`src/rtl/program_loader.sv`:
```
// program_loader
// ---------------------------------------------------------------------------
// Upstream feeder for the SAP-1 cpu programming port. It takes a byte stream
// from a host or UART receiver and writes it into the 16-word program RAM
// through pr_mode / pr_address / pr_data / pr_we. The cpu is held in reset
// (cpu_hold) for the whole load and released once the load completes.
//
// Optional build macro: LOADER_CHECKSUM_EN
//   When defined, one extra byte follows the last program word. It must equal
//   the 8-bit (mod 256) sum of all written bytes. A match completes the load.
//   A mismatch sets error and returns to IDLE with no done pulse.
//   When undefined, the CKSUM state and the sum register do not exist.
//
// Parameters
//   ADDR_W     address width; 2**ADDR_W words are loaded per start
//   WR_CYCLES  cycles pr_we stays high per word (1..15)
//
// Ports
//   clk         system clock
//   rst         asynchronous, active-low reset
//   start       begin a load (only looked at in IDLE)
//   abort       cancel the load in progress (beats every other event)
//   in_valid    in_data carries a byte
//   in_data     program byte
//   in_ready    loader accepts a byte this cycle
//   pr_mode     cpu programming address path select (1 = loader drives RAM)
//   pr_address  RAM address being written
//   pr_data     RAM write data
//   pr_we       RAM write strobe
//   cpu_hold    1 = cpu must be held in reset
//   busy        load in progress (state != IDLE)
//   done        one-cycle pulse on successful completion
//   error       sticky; set on abort or checksum failure, cleared by start
//   state_dbg   current FSM state, for debug and checkers:
//               0 IDLE, 1 RECV, 2 WRITE, 3 NEXT, 4 FINISH, 5 CKSUM
//
// Handshake: a byte moves on a rising clk edge where in_valid and in_ready are
// both high. in_ready comes from a register and never depends on in_valid in
// the same cycle, so a source may look at in_ready before raising in_valid.
// ---------------------------------------------------------------------------
module program_loader #(
  parameter int ADDR_W    = 4,
  parameter int WR_CYCLES = 2
) (
  input  logic              clk,
  input  logic              rst,
  input  logic              start,
  input  logic              abort,
  input  logic              in_valid,
  input  logic [7:0]        in_data,
  output logic              in_ready,
  output logic              pr_mode,
  output logic [ADDR_W-1:0] pr_address,
  output logic [7:0]        pr_data,
  output logic              pr_we,
  output logic              cpu_hold,
  output logic              busy,
  output logic              done,
  output logic              error,
  output logic [2:0]        state_dbg
);

  typedef enum logic [2:0] {
    S_IDLE   = 3'd0,
    S_RECV   = 3'd1,
    S_WRITE  = 3'd2,
    S_NEXT   = 3'd3,
    S_FINISH = 3'd4,
    S_CKSUM  = 3'd5
  } state_t;

  localparam logic [ADDR_W-1:0] LAST_ADDR = '1;
  localparam logic [3:0]        WR_LAST   = 4'(WR_CYCLES - 1);

  state_t     state;
  logic [3:0] wr_cnt;
`ifdef LOADER_CHECKSUM_EN
  logic [7:0] sum;
`endif

  assign busy      = (state != S_IDLE);
  assign state_dbg = state;

  always_ff @(posedge clk or negedge rst) begin
    if (!rst) begin
      state      <= S_IDLE;
      in_ready   <= 1'b0;
      pr_mode    <= 1'b0;
      pr_address <= '0;
      pr_data    <= '0;
      pr_we      <= 1'b0;
      cpu_hold   <= 1'b0;
      done       <= 1'b0;
      error      <= 1'b0;
      wr_cnt     <= '0;
`ifdef LOADER_CHECKSUM_EN
      sum        <= '0;
`endif
    end else begin
      done <= 1'b0;
      if (state != S_IDLE && abort) begin
        // Cancel immediately; RAM words already written are left in place.
        state    <= S_IDLE;
        in_ready <= 1'b0;
        pr_we    <= 1'b0;
        pr_mode  <= 1'b0;
        cpu_hold <= 1'b0;
        error    <= 1'b1;
      end else begin
        case (state)
          S_IDLE: begin
            // abort in IDLE suppresses start and leaves error untouched.
            if (start && !abort) begin
              state      <= S_RECV;
              pr_address <= '0;
              error      <= 1'b0;
              pr_mode    <= 1'b1;
              cpu_hold   <= 1'b1;
              in_ready   <= 1'b1;
`ifdef LOADER_CHECKSUM_EN
              sum        <= '0;
`endif
            end
          end
          S_RECV: begin
            // in_ready is high throughout RECV, so in_valid alone is the handshake.
            if (in_valid) begin
              pr_data  <= in_data;
              in_ready <= 1'b0;
              pr_we    <= 1'b1;
              wr_cnt   <= '0;
              state    <= S_WRITE;
`ifdef LOADER_CHECKSUM_EN
              sum      <= sum + in_data;
`endif
            end
          end
          S_WRITE: begin
            if (wr_cnt == WR_LAST) begin
              pr_we <= 1'b0;
              state <= S_NEXT;
            end else begin
              wr_cnt <= wr_cnt + 4'd1;
            end
          end
          S_NEXT: begin
            // Address and data hold through this cycle after the strobe drops.
            if (pr_address == LAST_ADDR) begin
`ifdef LOADER_CHECKSUM_EN
              state    <= S_CKSUM;
              in_ready <= 1'b1;
`else
              state    <= S_FINISH;
              done     <= 1'b1;
`endif
            end else begin
              pr_address <= pr_address + 1'b1;
              in_ready   <= 1'b1;
              state      <= S_RECV;
            end
          end
          S_FINISH: begin
            state    <= S_IDLE;
            pr_mode  <= 1'b0;
            cpu_hold <= 1'b0;
          end
`ifdef LOADER_CHECKSUM_EN
          S_CKSUM: begin
            if (in_valid) begin
              in_ready <= 1'b0;
              if (in_data == sum) begin
                state <= S_FINISH;
                done  <= 1'b1;
              end else begin
                state    <= S_IDLE;
                error    <= 1'b1;
                pr_mode  <= 1'b0;
                cpu_hold <= 1'b0;
              end
            end
          end
`endif
          default: state <= S_IDLE;
        endcase
      end
    end
  end

endmodule

```
`config.mk`:
```
export PLATFORM = sky130hd
export DESIGN_NAME = program_loader
export DESIGN_NICKNAME = d
export VERILOG_FILES = /design/src/rtl/program_loader.sv
export SDC_FILE = /design/constraint.sdc
export NUM_CORES = 1
export LEC_CHECK = 0
export CAP_MARGIN = 20
export CORE_ASPECT_RATIO = 1.75
export CORE_MARGIN = 1
export CORE_UTILIZATION = 35
export CTS_CLUSTER_DIAMETER = 50
export DETAILED_ROUTE_END_ITERATION = 12
export PLACE_DENSITY = 0.75
export RECOVER_POWER = 50
export SYNTH_ARGS = -nofsm -noshare
export SYNTH_HDL_FRONTEND = slang
export SYNTH_SLANG_ARGS = --single-unit
```
`constraint.sdc`:
```
create_clock -name clk -period 2.6 [get_ports clk]
set_input_delay 0.52 -clock clk [delete_from_list [all_inputs] [get_ports clk]]
set_output_delay 0.52 -clock clk [all_outputs]
set_load 0.01 [all_outputs]
```
==> results_dict.tcl, run 1 <==
set metrics [dict create \
    outcome "finished clean" \
    skew_ns 0.000962 \
    post-synth-top-area-fraction_pct 51.9 \
    swShare_pct 28.2 \
    fin_cells 204 \
    fin_crit_ns 2.25 \
    rr_worst_depth 4 \
    synth_cell_types 31 \
    syn_area_per_cell_um2 9.26 \
    cp-start-kind "flip-flop" \
    fmax_mhz 445 \
    dieArea_mm2 0.00355 \
    synth_warnings 0 \
    cpMaxStageDelayCell "dfrtp_1" \
    fin_nets 178 \
    num_vias 1030 \
    finalSetupViolCount 0 \
    power.switching_w 0.000334 \
    clkSinkCount 24 \
    peakVddDrop_v 0.000360 \
    clk_path_buf_depth 2 \
    hold_violations 0 \
    post_cts_resized 0 \
    dr.pass1.iters 4 \
    synth_seq_cells 24 \
    place.gp.congestion 0.799 \
    wl_per_cell_um 12.5 \
    ios 35 \
    clkPwrFrac_pct 27.1 \
    yosysMostFrequentCell "nand2_1" \
    synth_common_cells "nand2_1, dfrtp_1, nand3_1" \
    dp.final_hpwl_mm 1.96 \
    num-fill-cells 288 \
    drive_gt1_share_pct 4.97 \
    cts_tree "yes" \
    synth_compound_area_share_pct 12.0 \
    power_density_mw_per_mm2 735 \
    viasPerCell 5.05 \
    antenna_cells 0 \
    finalWirelength_mm 2.55 \
    p_comb_share_pct 28.8 \
    cts_root_buf "clkbuf_8" \
    grt_pass1_wl_mm 4.33 \
    postCtsHoldBufs 0 \
    syn_nets 141 \
    power_w 0.00119 \
    tightestPinTransition_ns 1.21 \
    grt_start_max_net_pins 25 \
    end_kind "primary output" \
    drv_slew 0 \
    relSlewSlack_pct 19.3 \
    rsz0062_at_grt "false" \
    setup_slack_ns 0.351 \
    synth_xor_area_share_pct 0 \
    grt_overflow 0 \
    synth_edf_count 0 \
    yosysSeqAreaShare_pct 51.9 \
    finalCritPeriodShare_pct 86.5 \
    cts_setup_buffers 0 \
    cts_buffers 3 \
    synthArstFlopShare_pct 100 \
    synth_area_leader_cell "dfrtp_1" \
    rows 27 \
    drt_iter0_markers 26 \
    crit_path_cell_trace "nor3_1 -> inv_1 -> clkdlybuf4s50_1" \
    drc_errors 0 \
    hold_depth 2 \
    first_global_vias 1029 \
    p_seq_share_pct 44.2 \
    die_y_um 78.1 \
    final_core_util_pct 51.3 \
    start_util_pct 36.8 \
    critical_path.max_stage_delay_ns 0.52 \
    multi_input_area_um2 494 \
    core_mm2 0.00314 \
    grtUsageTotal_pct 16.3 \
    dpl_worst_slack_ns 0.336 \
    place_inst 200 \
    synth.area.top_cells "dfrtp_1, nand2_1, ha_1" \
    path_class "flip-flop to primary output" \
    cp_max_fo 11 \
    cp.required_ns 2.08 \
    insertion_delay_ns 0.26 \
    port_buffers 34 \
    synthCells 125 \
    cap_violations 0 \
    synthSimpleGateAreaFrac_pct 25.7 \
    synth_fa_ha_area_share_pct 3.24 \
    area_growth_pct 39.4 \
    p_int_w 0.000851 \
    cts.clk_slew.worst_paths_ns 0.08 \
    synth_top_family_by_area "simple AND/OR/NAND/NOR gates" \
    die_x_um 45.5 \
    cts.htree.levels 1 \
    synth_mux_area_share_pct 1.73 \
    ff_latch_area_um2 601 \
    antenna_found_initial 0 \
    power_leakage_nw 0.717 \
    hold_path_class "flip-flop to flip-flop" \
    setup_tns_ns 0 \
    ant_nets 0 \
    synth-main-ff-cell "dfrtp_1" \
    worstPathArrival_ns 1.73 \
    syn_area_mm2 0.00116 \
]
[worst max-delay path: cells and delay by family (launching register included)]
kind | cells | cell delay [ns]
buffers and inverters | 2 | 0.65
and+or+nand+nor | 1 | 0.29
DFF | 1 | 0.52
[through the flow]
stage               hold slack [ns]  cell area [µm²]
floorplan                     0.224             1160
global placement              0.457             1550
detailed placement            0.465             1550
CTS                           0.484             1620
global route                  0.505             1610
finish                        0.474             1610
[flip-flops by register name, indices dropped and copies added (netlist names)]
name and cells:
error 1, pr_address 4, state_dbg 3, pr_data 8, pr_we 1, in_ready 1
cpu_hold 1, wr_cnt 4, done 1
[layer usage]
metal  vias up  GRT usage, %  share of wire [%]
met5         -             0                  0
met4         0          7.27                1.7
met3         5          2.76                3.9
met2        27          27.6                 54
met1       496          18.9                 41
li1        502             -                  -
[cells by family after synthesis]
family          count (synthesis)
simple gates                   62
fa+ha+maj                       3
buf+inv                        13
compound gates                 21
flops                          24
mux                             2
[power by group through the flow]
stage                     logic (W)  registers [W]  clock network [W]
after CTS                  0.000356       0.000525           0.000329
final                      0.000341       0.000523           0.000321
after global placement     0.000345       0.000526                  0
after floorplan            0.000136       0.000547                  0
after detailed placement   0.000354       0.000532                  0
after global routing       0.000382       0.000535           0.000351
[cell type report]
type	instances	share of cell area (%)
multi-input combinational	88	30.6
clock inverter	1	1.86
timing repair buffer	39	23.0
sequential	24	37.2
tap	43	3.34
clock buffer	3	2.56
inverter	6	1.40
[worst paths after layout]
check / start / endpoint / slack (ns)
max: state_dbg[1] / busy / 0.35
min: pr_data[1] / pr_data[1] / 0.47
max reg2reg: state_dbg[0] / wr_cnt[3] / 0.60
min reg2reg: pr_data[1] / pr_data[1] / 0.47
max in group asynchronous: rst / pr_data[6] / 0.86
min in group asynchronous: rst / wr_cnt[2] / 1.03
[placed cells by master (no fill, tap or decap), types with 3 or more instances in the layout]
master / count
inv_1: 6
nand3_1: 7
or4_1: 3
o21ai_0: 6
nor2_1: 6
o211ai_1: 3
clkdlybuf4s50_1: 27
nor3_1: 4
ha_1: 3
dlygate4sd3_1: 7
nand2_1: 32
clkbuf_8: 3
buf_4: 3
a21oi_1: 3
dfrtp_1: 24
Note: power is estimated with default switching activity, not from simulation.
==> run 2, diff against run 1 <==
- SKIP_CTS_REPAIR_TIMING: not set -> 1
- clock period: 2.6 -> 2.9 ns (I/O delays scaled with it)
==> run 2 against run 1 <==
  * Wire length is 3.8% higher
  * Sequential power shrank 9.8%
  * Register-to-register slack better by 0.27 ns
  * Sequential share of layout area increased by 0.35 points
  * Critical endpoint unchanged
  * Non-clock buffer count is 2 lower
  * Largest power group unchanged
  * Clock skew up 0.0045 ns
  * Power fell by 9.8%
  * Combinational power fell by 11%
  * Utilization is 0.48 points lower
==> results_dict.tcl, run 2 (synthesis gave the netlist of run 1 again) <==
set metrics [dict create \
    viasPerCell 5.13 \
    top_register "pr_data" \
    setup_tns_ns 0 \
    num-fill-cells 307 \
    dieArea_mm2 0.00355 \
    ff_latch_area_um2 601 \
    cts_tree "yes" \
    finalCritPeriodShare_pct 87.3 \
    dp.final_hpwl_mm 1.98 \
    finalWirelength_mm 2.65 \
    drt_iter0_markers 34 \
    grt_pass1_wl_mm 4.27 \
    worstPathArrival_ns 1.95 \
    power_w 0.00107 \
    port_buffers 34 \
    final_core_util_pct 50.9 \
    cp_max_fo 11 \
    start_util_pct 36.8 \
    cts_buffers 3 \
    cp-start-kind "flip-flop" \
    first_global_vias 1025 \
    largest_reg_flops 8 \
    mostFrequentLayoutCell "nand2_1" \
    tightestPinTransition_ns 1.25 \
    grt-busiest-layer "met2" \
    peakVddDrop_v 0.000276 \
    drive_gt1_share_pct 3.77 \
    fmax_mhz 395 \
    drv_slew 0 \
    drc_errors 0 \
    skew_ns 0.00550 \
    grt_start_max_net_pins 25 \
    multi_input_area_um2 494 \
    dpl-instance-area_mm2 0.00153 \
    cts.htree.levels 1 \
    fin_nets 176 \
    antenna_cells 0 \
    rsz0062_at_grt "false" \
    place.gp.congestion 0.793 \
    met1_usage_pct 17.7 \
    insertion_delay_ns 0.27 \
    finalSetupViolCount 0 \
    dr.pass1.iters 4 \
    rows 27 \
    core_mm2 0.00314 \
    layout_common_cells "nand2_1, clkdlybuf4s50_1, dfrtp_1" \
    hold_violations 0 \
    path_class "flip-flop to primary output" \
    wl_per_cell_um 13.1 \
    clk_path_buf_depth 2 \
    antenna_found_initial 0 \
    ios 35 \
    area_growth_pct 38.1 \
    cp.required_ns 2.32 \
    die_y_um 78.1 \
    gr-usage-met2_pct 27.3 \
    fin_crit_ns 2.53 \
    reg_top3 "pr_data: 8 flops, pr_address: 4 flops, wr_cnt: 4 flops" \
    met3_usage_pct 2.76 \
    hold_path_class "flip-flop to flip-flop" \
    power_leakage_nw 0.707 \
    ant_nets 0 \
    grt_overflow 0 \
    cts.clk_slew.worst_paths_ns 0.09 \
    num_vias 1037 \
    cap_violations 0 \
    die_x_um 45.5 \
    outcome "finished clean" \
    setup_slack_ns 0.369 \
    power_density_mw_per_mm2 669 \
    relSlewSlack_pct 16.8 \
    end_kind "primary output" \
    cts_root_buf "clkbuf_8" \
    stdcell_area_mm2 0.00160 \
    clkSinkCount 24 \
    dpl_worst_slack_ns 0.560 \
    grtUsageTotal_pct 16.1 \
]
[run 2: cell types whose count changed in the layout (fill, tap and decap cells not counted)]
cell,previous run,this run
buf_4,3,1
[run 2: metrics by stage]
stage                     std cells  hold WS [ns]
after floorplan                 125         0.284
after global placement          198         0.457
after detailed placement        198         0.462
after CTS                       202         0.483
after global routing            202         0.506
final                           202         0.472
[run 2: routing by layer]
layer  part of all wire [%]  vias up
met2                     53       40
met4                    3.2        0
met5                      0        -
li1                       -      496
met3                    6.0        9
met1                     38      492
[run 2: final timing paths]
path                         startpoint          to  slack, ns  depth (start not counted)
setup / recovery           state_dbg[1]        busy       0.37                          3
hold / removal               pr_data[5]  pr_data[5]       0.47                          2
setup reg to reg           state_dbg[0]   wr_cnt[3]       0.87                          4
hold reg to reg              pr_data[5]  pr_data[5]       0.47                          2
max in group asynchronous           rst  pr_data[7]       1.08                          2
min in group asynchronous           rst   wr_cnt[3]       1.08                          2
[run 2: area by class of cell]
| type | count | share of cell area (%) |
|---|---|---|
| clock inverter | 1 | 1.88 |
| clock buffer | 3 | 2.58 |
| timing repair buffer | 37 | 22.2 |
| sequential | 24 | 37.6 |
| inverter | 6 | 1.41 |
| tap | 43 | 3.37 |
| multi-input combinational | 88 | 30.9 |
[run 2: worst max-delay path, cell delays in order, from the launching register on]
cell,delay [ns]
dfrtp_1,0.53
nor3_1,0.44
inv_1,0.19
clkdlybuf4s50_1,0.52
[run 2: report_power, final]
part | switching, W | internal [W]
Sequential | 0.0000638 | 0.000408
Combinational | 0.000136 | 0.000168
Clock | 0.000109 | 0.000185
